## src/rtl/uart_ctrl_pkg.sv

```systemverilog
// rtl/uart_ctrl_pkg.sv - shared FSM encoding and 8N1 frame constants for uart_ctrl
package uart_ctrl_pkg;

    typedef enum logic [1:0] {
        ST_IDLE  = 2'd0,
        ST_START = 2'd1,
        ST_DATA  = 2'd2,
        ST_STOP  = 2'd3
    } uart_state_t;

    localparam int DATA_BITS = 8;
    localparam int STOP_BITS = 1;

endpackage

```

## src/rtl/uart_fifo.sv

```systemverilog
// rtl/uart_fifo.sv - power-of-two FIFO with show-ahead head output
module uart_fifo #(
    parameter int WIDTH = 8,
    parameter int DEPTH = 4
) (
    input  logic             clk,
    input  logic             reset,
    input  logic             push,
    input  logic             pop,
    input  logic [WIDTH-1:0] din,
    output logic             full,
    output logic             empty,
    output logic [WIDTH-1:0] head
);

    localparam int AW = $clog2(DEPTH);
    localparam logic [AW:0] PTR_ONE = {{AW{1'b0}}, 1'b1};

    logic [WIDTH-1:0] mem [DEPTH];
    logic [AW:0]      wr_ptr;
    logic [AW:0]      rd_ptr;
    logic             do_push;
    logic             do_pop;

    // Pointers carry one extra wrap bit so full and empty are distinguishable.
    assign empty   = (wr_ptr == rd_ptr);
    assign full    = (wr_ptr == {~rd_ptr[AW], rd_ptr[AW-1:0]});
    assign do_push = push && !full;
    assign do_pop  = pop && !empty;
    assign head    = mem[rd_ptr[AW-1:0]];

    // Pointer update; a push against a full FIFO is simply dropped.
    always_ff @(posedge clk) begin
        if (reset) begin
            wr_ptr <= '0;
            rd_ptr <= '0;
        end else begin
            if (do_push) wr_ptr <= wr_ptr + PTR_ONE;
            if (do_pop)  rd_ptr <= rd_ptr + PTR_ONE;
        end
    end

    // Storage write; contents need no reset because the pointers gate visibility.
    always_ff @(posedge clk) begin
        if (do_push) mem[wr_ptr[AW-1:0]] <= din;
    end

endmodule

```

## src/rtl/uart_ctrl.sv

```systemverilog
// rtl/uart_ctrl.sv - 8N1 UART with TX FIFO, RX holding register and sticky error flags
module uart_ctrl
    import uart_ctrl_pkg::*;
#(
    parameter int CLKS_PER_BIT = 16,
    parameter int TX_DEPTH     = 4
) (
    input  logic       i_clk,
    input  logic       reset,
    input  logic [7:0] databus,
    input  logic       IOload,
    input  logic       rx_rd,
    input  logic       rxd,
    output logic       txd,
    output logic [7:0] rx_data,
    output logic       tx_full,
    output logic       rx_avail,
    output logic       rx_overrun,
    output logic       rx_ferr
);

    localparam logic [7:0] BIT_RELOAD  = 8'(CLKS_PER_BIT - 1);
    localparam logic [7:0] HALF_RELOAD = 8'(CLKS_PER_BIT / 2 - 1);
    localparam logic [7:0] STOP_RELOAD = 8'(CLKS_PER_BIT * STOP_BITS - 1);
    localparam logic [2:0] LAST_BIT    = 3'(DATA_BITS - 1);

    uart_state_t tx_state, tx_state_nx;
    logic [7:0]  tx_cnt, tx_cnt_nx;
    logic [2:0]  tx_idx, tx_idx_nx;
    logic [7:0]  tx_shift, tx_shift_nx;
    logic        fifo_push, fifo_pop, fifo_full, fifo_empty;
    logic [7:0]  fifo_head;

    uart_state_t rx_state, rx_state_nx;
    logic [7:0]  rx_cnt, rx_cnt_nx;
    logic [2:0]  rx_idx, rx_idx_nx;
    logic [7:0]  rx_shift, rx_shift_nx;
    logic        rx_meta, rx_sync, rx_prev;
    logic        rx_deliver, rx_frame_err;

    assign fifo_push = !IOload && !reset;
    assign tx_full   = fifo_full;

    uart_fifo #(
        .WIDTH(8),
        .DEPTH(TX_DEPTH)
    ) u_tx_fifo (
        .clk  (i_clk),
        .reset(reset),
        .push (fifo_push),
        .pop  (fifo_pop),
        .din  (databus),
        .full (fifo_full),
        .empty(fifo_empty),
        .head (fifo_head)
    );

    // TX state register; txd is registered from the current state, which adds the one-cycle launch delay.
    always_ff @(posedge i_clk) begin
        if (reset) begin
            tx_state <= ST_IDLE;
            tx_cnt   <= '0;
            tx_idx   <= '0;
            tx_shift <= '0;
            txd      <= 1'b1;
        end else begin
            tx_state <= tx_state_nx;
            tx_cnt   <= tx_cnt_nx;
            tx_idx   <= tx_idx_nx;
            tx_shift <= tx_shift_nx;
            case (tx_state)
                ST_START: txd <= 1'b0;
                ST_DATA:  txd <= tx_shift[0];
                default:  txd <= 1'b1;
            endcase
        end
    end

    // TX next state: STOP chains straight into START when more bytes are queued.
    always_comb begin
        tx_state_nx = tx_state;
        tx_cnt_nx   = tx_cnt;
        tx_idx_nx   = tx_idx;
        tx_shift_nx = tx_shift;
        fifo_pop    = 1'b0;
        case (tx_state)
            ST_IDLE: begin
                if (!fifo_empty) begin
                    fifo_pop    = 1'b1;
                    tx_shift_nx = fifo_head;
                    tx_cnt_nx   = BIT_RELOAD;
                    tx_state_nx = ST_START;
                end
            end
            ST_START: begin
                if (tx_cnt == 8'd0) begin
                    tx_cnt_nx   = BIT_RELOAD;
                    tx_idx_nx   = 3'd0;
                    tx_state_nx = ST_DATA;
                end else begin
                    tx_cnt_nx = tx_cnt - 8'd1;
                end
            end
            ST_DATA: begin
                if (tx_cnt == 8'd0) begin
                    tx_shift_nx = {1'b0, tx_shift[7:1]};
                    if (tx_idx == LAST_BIT) begin
                        tx_cnt_nx   = STOP_RELOAD;
                        tx_state_nx = ST_STOP;
                    end else begin
                        tx_cnt_nx = BIT_RELOAD;
                        tx_idx_nx = tx_idx + 3'd1;
                    end
                end else begin
                    tx_cnt_nx = tx_cnt - 8'd1;
                end
            end
            ST_STOP: begin
                if (tx_cnt == 8'd0) begin
                    if (!fifo_empty) begin
                        fifo_pop    = 1'b1;
                        tx_shift_nx = fifo_head;
                        tx_cnt_nx   = BIT_RELOAD;
                        tx_state_nx = ST_START;
                    end else begin
                        tx_state_nx = ST_IDLE;
                    end
                end else begin
                    tx_cnt_nx = tx_cnt - 8'd1;
                end
            end
            default: tx_state_nx = ST_IDLE;
        endcase
    end

    // Two-flop synchronizer plus one delayed copy for falling-edge detection; all idle high.
    always_ff @(posedge i_clk) begin
        if (reset) begin
            rx_meta <= 1'b1;
            rx_sync <= 1'b1;
            rx_prev <= 1'b1;
        end else begin
            rx_meta <= rxd;
            rx_sync <= rx_meta;
            rx_prev <= rx_sync;
        end
    end

    // RX state register.
    always_ff @(posedge i_clk) begin
        if (reset) begin
            rx_state <= ST_IDLE;
            rx_cnt   <= '0;
            rx_idx   <= '0;
            rx_shift <= '0;
        end else begin
            rx_state <= rx_state_nx;
            rx_cnt   <= rx_cnt_nx;
            rx_idx   <= rx_idx_nx;
            rx_shift <= rx_shift_nx;
        end
    end

    // RX next state: half-bit wait to centre on the start bit, then full-bit steps.
    always_comb begin
        rx_state_nx  = rx_state;
        rx_cnt_nx    = rx_cnt;
        rx_idx_nx    = rx_idx;
        rx_shift_nx  = rx_shift;
        rx_deliver   = 1'b0;
        rx_frame_err = 1'b0;
        case (rx_state)
            ST_IDLE: begin
                if (rx_prev && !rx_sync) begin
                    rx_cnt_nx   = HALF_RELOAD;
                    rx_state_nx = ST_START;
                end
            end
            ST_START: begin
                if (rx_cnt == 8'd0) begin
                    if (rx_sync) begin
                        rx_state_nx = ST_IDLE;
                    end else begin
                        rx_cnt_nx   = BIT_RELOAD;
                        rx_idx_nx   = 3'd0;
                        rx_state_nx = ST_DATA;
                    end
                end else begin
                    rx_cnt_nx = rx_cnt - 8'd1;
                end
            end
            ST_DATA: begin
                if (rx_cnt == 8'd0) begin
                    rx_shift_nx = {rx_sync, rx_shift[7:1]};
                    rx_cnt_nx   = BIT_RELOAD;
                    if (rx_idx == LAST_BIT) rx_state_nx = ST_STOP;
                    else                    rx_idx_nx   = rx_idx + 3'd1;
                end else begin
                    rx_cnt_nx = rx_cnt - 8'd1;
                end
            end
            ST_STOP: begin
                if (rx_cnt == 8'd0) begin
                    if (rx_sync) rx_deliver   = 1'b1;
                    else         rx_frame_err = 1'b1;
                    rx_state_nx = ST_IDLE;
                end else begin
                    rx_cnt_nx = rx_cnt - 8'd1;
                end
            end
            default: rx_state_nx = ST_IDLE;
        endcase
    end

    // Holding register: a delivery wins over a pop; overrun only when an unread byte is replaced.
    always_ff @(posedge i_clk) begin
        if (reset) begin
            rx_data    <= 8'h00;
            rx_avail   <= 1'b0;
            rx_overrun <= 1'b0;
            rx_ferr    <= 1'b0;
        end else begin
            if (rx_deliver) begin
                rx_data  <= rx_shift;
                rx_avail <= 1'b1;
                if (rx_avail && !rx_rd) rx_overrun <= 1'b1;
            end else if (rx_rd) begin
                rx_avail <= 1'b0;
            end
            if (rx_frame_err) rx_ferr <= 1'b1;
        end
    end

endmodule

```

## config.mk

```make
export PLATFORM = sky130hd
export DESIGN_NAME = uart_ctrl
export DESIGN_NICKNAME = d
export VERILOG_FILES = /design/src/rtl/uart_ctrl_pkg.sv /design/src/rtl/uart_fifo.sv /design/src/rtl/uart_ctrl.sv
export SDC_FILE = /design/constraint.sdc
export NUM_CORES = 1
export LEC_CHECK = 0
export CAP_MARGIN = 5
export CORE_ASPECT_RATIO = 0.7
export CORE_MARGIN = 3
export CORE_UTILIZATION = 55
export DETAILED_ROUTE_END_ITERATION = 10
export DONT_BUFFER_PORTS = 1
export PLACE_DENSITY = 0.7
export SYNTH_ARGS = -nofsm -noshare
export SYNTH_HDL_FRONTEND = slang
export SYNTH_SLANG_ARGS = --single-unit
```

## constraint.sdc

```tcl
create_clock -name i_clk -period 2.45 [get_ports i_clk]
set_input_delay 0.3675 -clock i_clk [delete_from_list [all_inputs] [get_ports i_clk]]
set_output_delay 0.3675 -clock i_clk [all_outputs]
set_load 0.005 [all_outputs]
```

==> flow_metrics.env, run 1 <==
export IMPL_outcome="completed"
export IMPL_drc_errors=0
export IMPL_grt_ovfl_total=0
export IMPL_synth_fp_nets=443
export IMPL_drt_iter0_markers=272
export IMPL_post_cts_buffers=0
export IMPL_synth_avg_cell_area_um2=11.2
export IMPL_core_region_area_um2=7970
export IMPL_tritoncts="yes"
export IMPL_synth_distinct_cells=71
export IMPL_regArea_um2=2260
export IMPL_cellLeakagePower_nw=1.89
export IMPL_final_cells=514
export IMPL_async_flop_share_pct=0
export IMPL_postSynthCellCount=409
export IMPL_vias_per_cell=6.20
export IMPL_dpl_cell_area_um2=4660
export IMPL_power_density_nw_per_um2=1130
export IMPL_antenna_found_initial=0
export IMPL_cp_startpoint="tx_state[1]$_SDFFE_PP0P_"
export IMPL_start_util_pct=57.3
export IMPL_cts_root_buf="clkbuf_16"
export IMPL_setup_viol=0
export IMPL_gr_usage_met1_pct=30.9
export IMPL_dp_hpwl_um=6400
export IMPL_synthXorXnorAreaFrac_pct=1.34
export IMPL_insertion_delay_ns=0.34
export IMPL_synth_edf_count=32
export IMPL_cp_max_fo=7
export IMPL_htreeDepth=3
export IMPL_multi_input_area_um2=2140
export IMPL_synth_mux_area_share_pct=8.14
export IMPL_synth_seq_cells=97
export IMPL_use_met2_pct=28.5
export IMPL_synth_area_um2=4570
export IMPL_port_buffer_count=0
export IMPL_ys_warn_count=0
export IMPL_top_usage_layer="met1"
export IMPL_rr_startpoint="tx_state[1]$_SDFFE_PP0P_"
export IMPL_yosysSeqAreaShare_pct=49.5
export IMPL_n_antenna_cell=0
export IMPL_die_x_um=115
export IMPL_vias=3187
export IMPL_io_pins=26
export IMPL_worstSetupPathType="flip-flop to flip-flop"
export IMPL_synthFlopType="dfxtp_1"
export IMPL_nets=442
export IMPL_r2r_end="tx_cnt[7]$_SDFF_PP0_"
export IMPL_hold_path_class="input pin to flip-flop"
export IMPL_slew_violations=0
export IMPL_die_h_um=82.2
export IMPL_first_pass_iters=4
export IMPL_maxSlewHeadroom_pct=53.6
export IMPL_fmax_ghz=0.458
export IMPL_r2r_cells=6
export IMPL_path_clk_slew_ns=0.07
export IMPL_grt_max_degree=56
export IMPL_post_route_util_pct=62.4
export IMPL_grt_pass1_wl_um=14900
export IMPL_design_area_um2=4970
export IMPL_max_cap_violations=0
export IMPL_grt_use_met3_pct=5.54
export IMPL_ir_drop_uv=539
export IMPL_numCtsBuffers=9
export IMPL_end_kind="flip-flop"
export IMPL_drive_gt1_share_pct=14.5
export IMPL_ant_nets=0
export IMPL_grt_pass1_vias=2924
export IMPL_wirelength_um=9080
export IMPL_fin_crit_ns=2.18
export IMPL_synth_top_area_share_pct=28.5
export IMPL_fin_ws_ns=0.265
export IMPL_hold_viol_final=0
export IMPL_critPathArrivalTime_ns=2.44
export IMPL_cp_data_required_time_ns=2.70
export IMPL_area_growth_pct=8.85
export IMPL_dpl_worst_slack_ns=0.271
export IMPL_hold_buffers=0
export IMPL_cp_start_kind="flip-flop"
export IMPL_synthSimpleGateAreaFrac_pct=13.3
export IMPL_whs_ns=0.0960
export IMPL_reg2reg_slack_ns=0.27
export IMPL_cts_sinks=97
export IMPL_nFillCells=642
export IMPL_cp_endpoint="tx_cnt[7]$_SDFF_PP0_"
export IMPL_synth_top_family_by_area="compound AO/OA/AOI/OAI gates"
export IMPL_worstMarginPinSlew_ns=0.697
export IMPL_placed_cells=498
export IMPL_synth_fa_ha_area_share_pct=5.75
export IMPL_synthTopCellsByArea="dfxtp_1, edfxtp_1, ha_1"
export IMPL_rsz0062_at_grt="false"
export IMPL_routedWlPerCell_um=17.7
export IMPL_core_rowCount=27
export IMPL_ctsResizeCount=0
export IMPL_finalClockSkew_ns=0.00772
export IMPL_total_power_mw=5.61
export IMPL_grt_usage_pct=20.5
export IMPL_die_area_um2=9450
export IMPL_yosysTopAreaCell="dfxtp_1"
export IMPL_fin_crit_sh_pct=89.2
export IMPL_cts_path_max_buffers=2
export IMPL_place_gp_congestion=0.884
export IMPL_synth_compound_area_share_pct=18.4
export IMPL_setup_tns_ns=0
-- cells in the mapped netlist, types with 3 or more instances --
library cell	instances
dfxtp_1	65
a21oi_1	39
edfxtp_1	32
nor2_1	31
ha_1	21
mux2i_1	18
inv_1	16
nand2_1	15
clkbuf_1	13
nand3_1	11
o21ai_0	10
a311oi_1	9
and3_1	8
mux4_2	8
nand4_1	8
a211oi_1	7
a31oi_1	7
nor2b_1	6
xnor2_1	6
buf_2	4
o221a_2	4
o31ai_1	4
o211ai_1	3
o41ai_1	3
or3_1	3
or4_1	3
-- report_power, final --
part	total [mW]	leakage (nW)	switching, mW	internal [mW]
Clock	1.41	0.148	0.676	0.732
Combinational	2.13	0.917	1.22	0.911
Sequential	2.07	0.820	0.219	1.85
-- area by class of cell --
type | instances | area share [%]
flip-flops and latches | 97 | 45.5
clock buffers | 9 | 4.53
clock inverters | 7 | 1.76
repair buffers | 9 | 1.36
well taps | 101 | 2.54
multi-input cells | 275 | 43.1
inverters | 16 | 1.21
-- registers in the layout (all words and copies together), names as in the netlist, 2 cells and up, named ones only --
name	cells
tx_cnt	8
tx_idx	3
u_tx_fifo.rd_ptr	3
rx_shift	8
rx_idx	3
u_tx_fifo.mem	32
tx_state	2
u_tx_fifo.wr_ptr	3
rx_data	8
rx_cnt	8
tx_shift	8
-- layout by cell type, fill, tap and decap left out, types with 4 or more instances in the layout --
master	netlist	layout
o31ai_1	4	4
dfxtp_1	65	65
nand2_1	15	15
mux4_2	8	8
nor2b_1	6	6
a311oi_1	9	9
edfxtp_1	32	32
and3_1	8	8
a21oi_1	39	39
o21ai_0	10	10
buf_4	0	9
mux2i_1	18	18
a31oi_1	7	7
a211oi_1	7	7
nand3_1	11	11
xnor2_1	6	6
o221a_2	4	4
inv_1	16	16
nor2_1	31	31
nand4_1	8	8
ha_1	21	21
clkbuf_16	0	9
-- how the worst min path moves through the flow --
stage / from / endpoint / slack [ns] / cells after the start
finish: reset / rx_cnt[3]$_SDFFE_PP0P_ / 0.1 / 1
global route: reset / rx_shift[6]$_SDFFE_PP0P_ / 0.07 / 1
CTS: reset / rx_ferr$_SDFFE_PP0P_ / 0.08 / 1
detailed placement: rx_meta$_SDFF_PP1_ / rx_sync$_SDFF_PP1_ / 0.39 / 1
global placement: rx_meta$_SDFF_PP1_ / rx_sync$_SDFF_PP1_ / 0.40 / 1
floorplan: rx_meta$_SDFF_PP1_ / rx_sync$_SDFF_PP1_ / 0.39 / 1
-- logic make-up after synthesis --
group / count (synthesis)
AO/OA/AOI/OAI: 114
XOR/XNOR: 7
adder cells (fa/ha/maj): 21
buffers and inverters: 37
flip-flops: 97
multiplexers: 27
AND/OR/NAND/NOR: 106
-- critical path, stage by stage (launching register included) --
cell      delay (ns)
dfxtp_1         0.39
inv_1           0.11
ha_1            0.41
nor2_1          0.15
a211oi_1        0.56
o41ai_1         0.19
a311oi_1        0.28
-- per-layer routing --
layer | vias up | routed length [µm]
li1 | 1565 | -
met1 | 1547 | 4670
met2 | 69 | 3900
met3 | 6 | 448
met4 | 0 | 63
met5 | - | 0
Note: power is estimated with default switching activity, not from simulation.
==> run 2: changes to the inputs <==
--- a/config.mk
+++ b/config.mk
@@ -8,10 +8,10 @@
 export CAP_MARGIN = 5
 export CORE_ASPECT_RATIO = 0.7
 export CORE_MARGIN = 3
-export CORE_UTILIZATION = 55
+export CORE_UTILIZATION = 60
 export DETAILED_ROUTE_END_ITERATION = 10
 export DONT_BUFFER_PORTS = 1
-export PLACE_DENSITY = 0.7
+export PLACE_DENSITY = 0.76
 export SYNTH_ARGS = -nofsm -noshare
 export SYNTH_HDL_FRONTEND = slang
 export SYNTH_SLANG_ARGS = --single-unit
==> run 2 against run 1 <==
Against the previous run: sequential cell count unchanged; register-to-register slack better by 0.03 ns; largest cell class unchanged; total power shrank 7.2%; worst setup slack improved by 0.026 ns; worst hold slack got worse by 0.018 ns; sequential share of layout area up 1.2 points; sequential power hardly changed; critical path depth unchanged; critical endpoint unchanged; wire length down 2.7%; clock-buffer cell count rose by 1; final cell count fell by 1.6%.
==> flow_metrics.env, run 2 (same netlist as run 1, synthesis figures left out) <==
export IMPL_outcome="completed"
export IMPL_fmax_ghz=0.463
export IMPL_cellLeakagePower_nw=1.83
export IMPL_fin_crit_sh_pct=88.1
export IMPL_whs_ns=0.0778
export IMPL_cts_sinks=97
export IMPL_first_pass_iters=5
export IMPL_place_gp_congestion=0.819
export IMPL_critPathArrivalTime_ns=2.44
export IMPL_cts_root_buf="clkbuf_8"
export IMPL_drt_iter0_markers=210
export IMPL_holdCritStartpoint="reset"
export IMPL_core_region_area_um2=7070
export IMPL_area_growth_pct=5.97
export IMPL_tritoncts="yes"
export IMPL_rsz0062_at_grt="false"
export IMPL_grt_pass1_vias=2981
export IMPL_rr_startpoint="tx_state[0]$_SDFFE_PP0P_"
export IMPL_ir_drop_uv=603
export IMPL_die_area_um2=8710
export IMPL_htreeDepth=3
export IMPL_largest_reg_flops=32
export IMPL_worstSetupPathType="flip-flop to flip-flop"
export IMPL_maxSlewHeadroom_pct=54.6
export IMPL_power_density_nw_per_um2=1070
export IMPL_final_common_cell="dfxtp_1"
export IMPL_cp_num_buf_inv=1
export IMPL_hold_viol_final=0
export IMPL_nFillCells=538
export IMPL_nets=441
export IMPL_cp_start_kind="flip-flop"
export IMPL_dp_hpwl_um=6170
export IMPL_cp_max_fo=7
export IMPL_hold_path_class="input pin to flip-flop"
export IMPL_n_antenna_cell=0
export IMPL_cp_startpoint="tx_state[0]$_SDFFE_PP0P_"
export IMPL_grt_ovfl_total=0
export IMPL_wirelength_um=8830
export IMPL_cpPeakStageDelay_ns=0.56
export IMPL_grt_max_degree=56
export IMPL_hold_buffers=0
export IMPL_cp_data_required_time_ns=2.74
export IMPL_grt_usage_pct=22.1
export IMPL_end_kind="flip-flop"
export IMPL_antenna_found_initial=0
export IMPL_routedWlPerCell_um=17.5
export IMPL_crit_family="compound AO/OA/AOI/OAI gates"
export IMPL_finalClockSkew_ns=0.0118
export IMPL_cts_path_max_buffers=2
export IMPL_start_util_pct=64.6
export IMPL_die_h_um=79.0
export IMPL_path_clk_slew_ns=0.09
export IMPL_critPathSlowestCell="a211oi_1"
export IMPL_setup_viol=0
export IMPL_cp_cell_sequence="inv_1 -> ha_1 -> nor2_1 -> a211oi_1 -> o41ai_1 -> a311oi_1"
export IMPL_max_cap_violations=0
export IMPL_fin_crit_ns=2.16
export IMPL_drc_errors=0
export IMPL_port_buffer_count=0
export IMPL_ctsResizeCount=0
export IMPL_vias=3186
export IMPL_vias_per_cell=6.30
export IMPL_final_cell_mix="dfxtp_1, a21oi_1, edfxtp_1, nor2_1, ha_1"
export IMPL_drive_gt1_share_pct=13.8
export IMPL_ant_nets=0
export IMPL_core_rowCount=25
export IMPL_post_cts_buffers=0
export IMPL_slew_violations=0
export IMPL_worstMarginPinSlew_ns=0.676
export IMPL_grt_pass1_wl_um=14800
export IMPL_setup_tns_ns=0
export IMPL_die_x_um=110
export IMPL_numCtsBuffers=9
export IMPL_insertion_delay_ns=0.37
export IMPL_io_pins=26
run 2: path summary, 6_finish.rpt:
path,end,slack (ns),cells after the start
max,tx_cnt[7]$_SDFF_PP0_,0.29,6
min,rx_cnt[0]$_SDFFE_PP0P_,0.08,1
max reg2reg,tx_cnt[7]$_SDFF_PP0_,0.29,6
min reg2reg,rx_sync$_SDFF_PP1_,0.43,1
run 2: through the flow:
stage | std cells | setup WS, ns | instance area, µm² | total power [mW] | utilization, %
after CTS | 506 | 0.302 | 4840 | 5.20 | 68.5
after global placement | 490 | 0.417 | 4640 | 4.12 | 65.7
final | 506 | 0.291 | 4840 | 5.20 | 68.5
after detailed placement | 490 | 0.315 | 4640 | 4.18 | 65.7
after global routing | 506 | 0.00799 | 4840 | 5.54 | 68.5
after floorplan | 409 | 0.589 | 4570 | 3.76 | -
run 2: final cells by class:
cell class / count / area (µm²) / share of cell area (%)
Inverter: 16 / 60.1 / 1.24
Sequential cell: 97 / 2260 / 46.7
Clock buffer: 10 / 128 / 2.64
Clock inverter: 6 / 70.1 / 1.45
Timing Repair Buffer: 8 / 60.1 / 1.24
Multi-Input combinational cell: 275 / 2140 / 44.3
Tap cell: 94 / 118 / 2.43
run 2: power breakdown:
part	leakage [nW]	total (mW)	switching (mW)	internal, mW
clock network	0.0998	1.03	0.547	0.479
logic	0.912	2.11	1.21	0.896
registers	0.820	2.07	0.221	1.85
total	1.83	5.20	1.98	3.22
run 2: metal layers:
layer  vias to the layer above  part of all wire, %  track usage, %
li1                       1559                    -               -
met1                      1535                   50            32.7
met2                        81                   42            30.9
met3                        11                  6.3            6.90
met4                         0                  1.2            6.77
met5                         -                    0               0
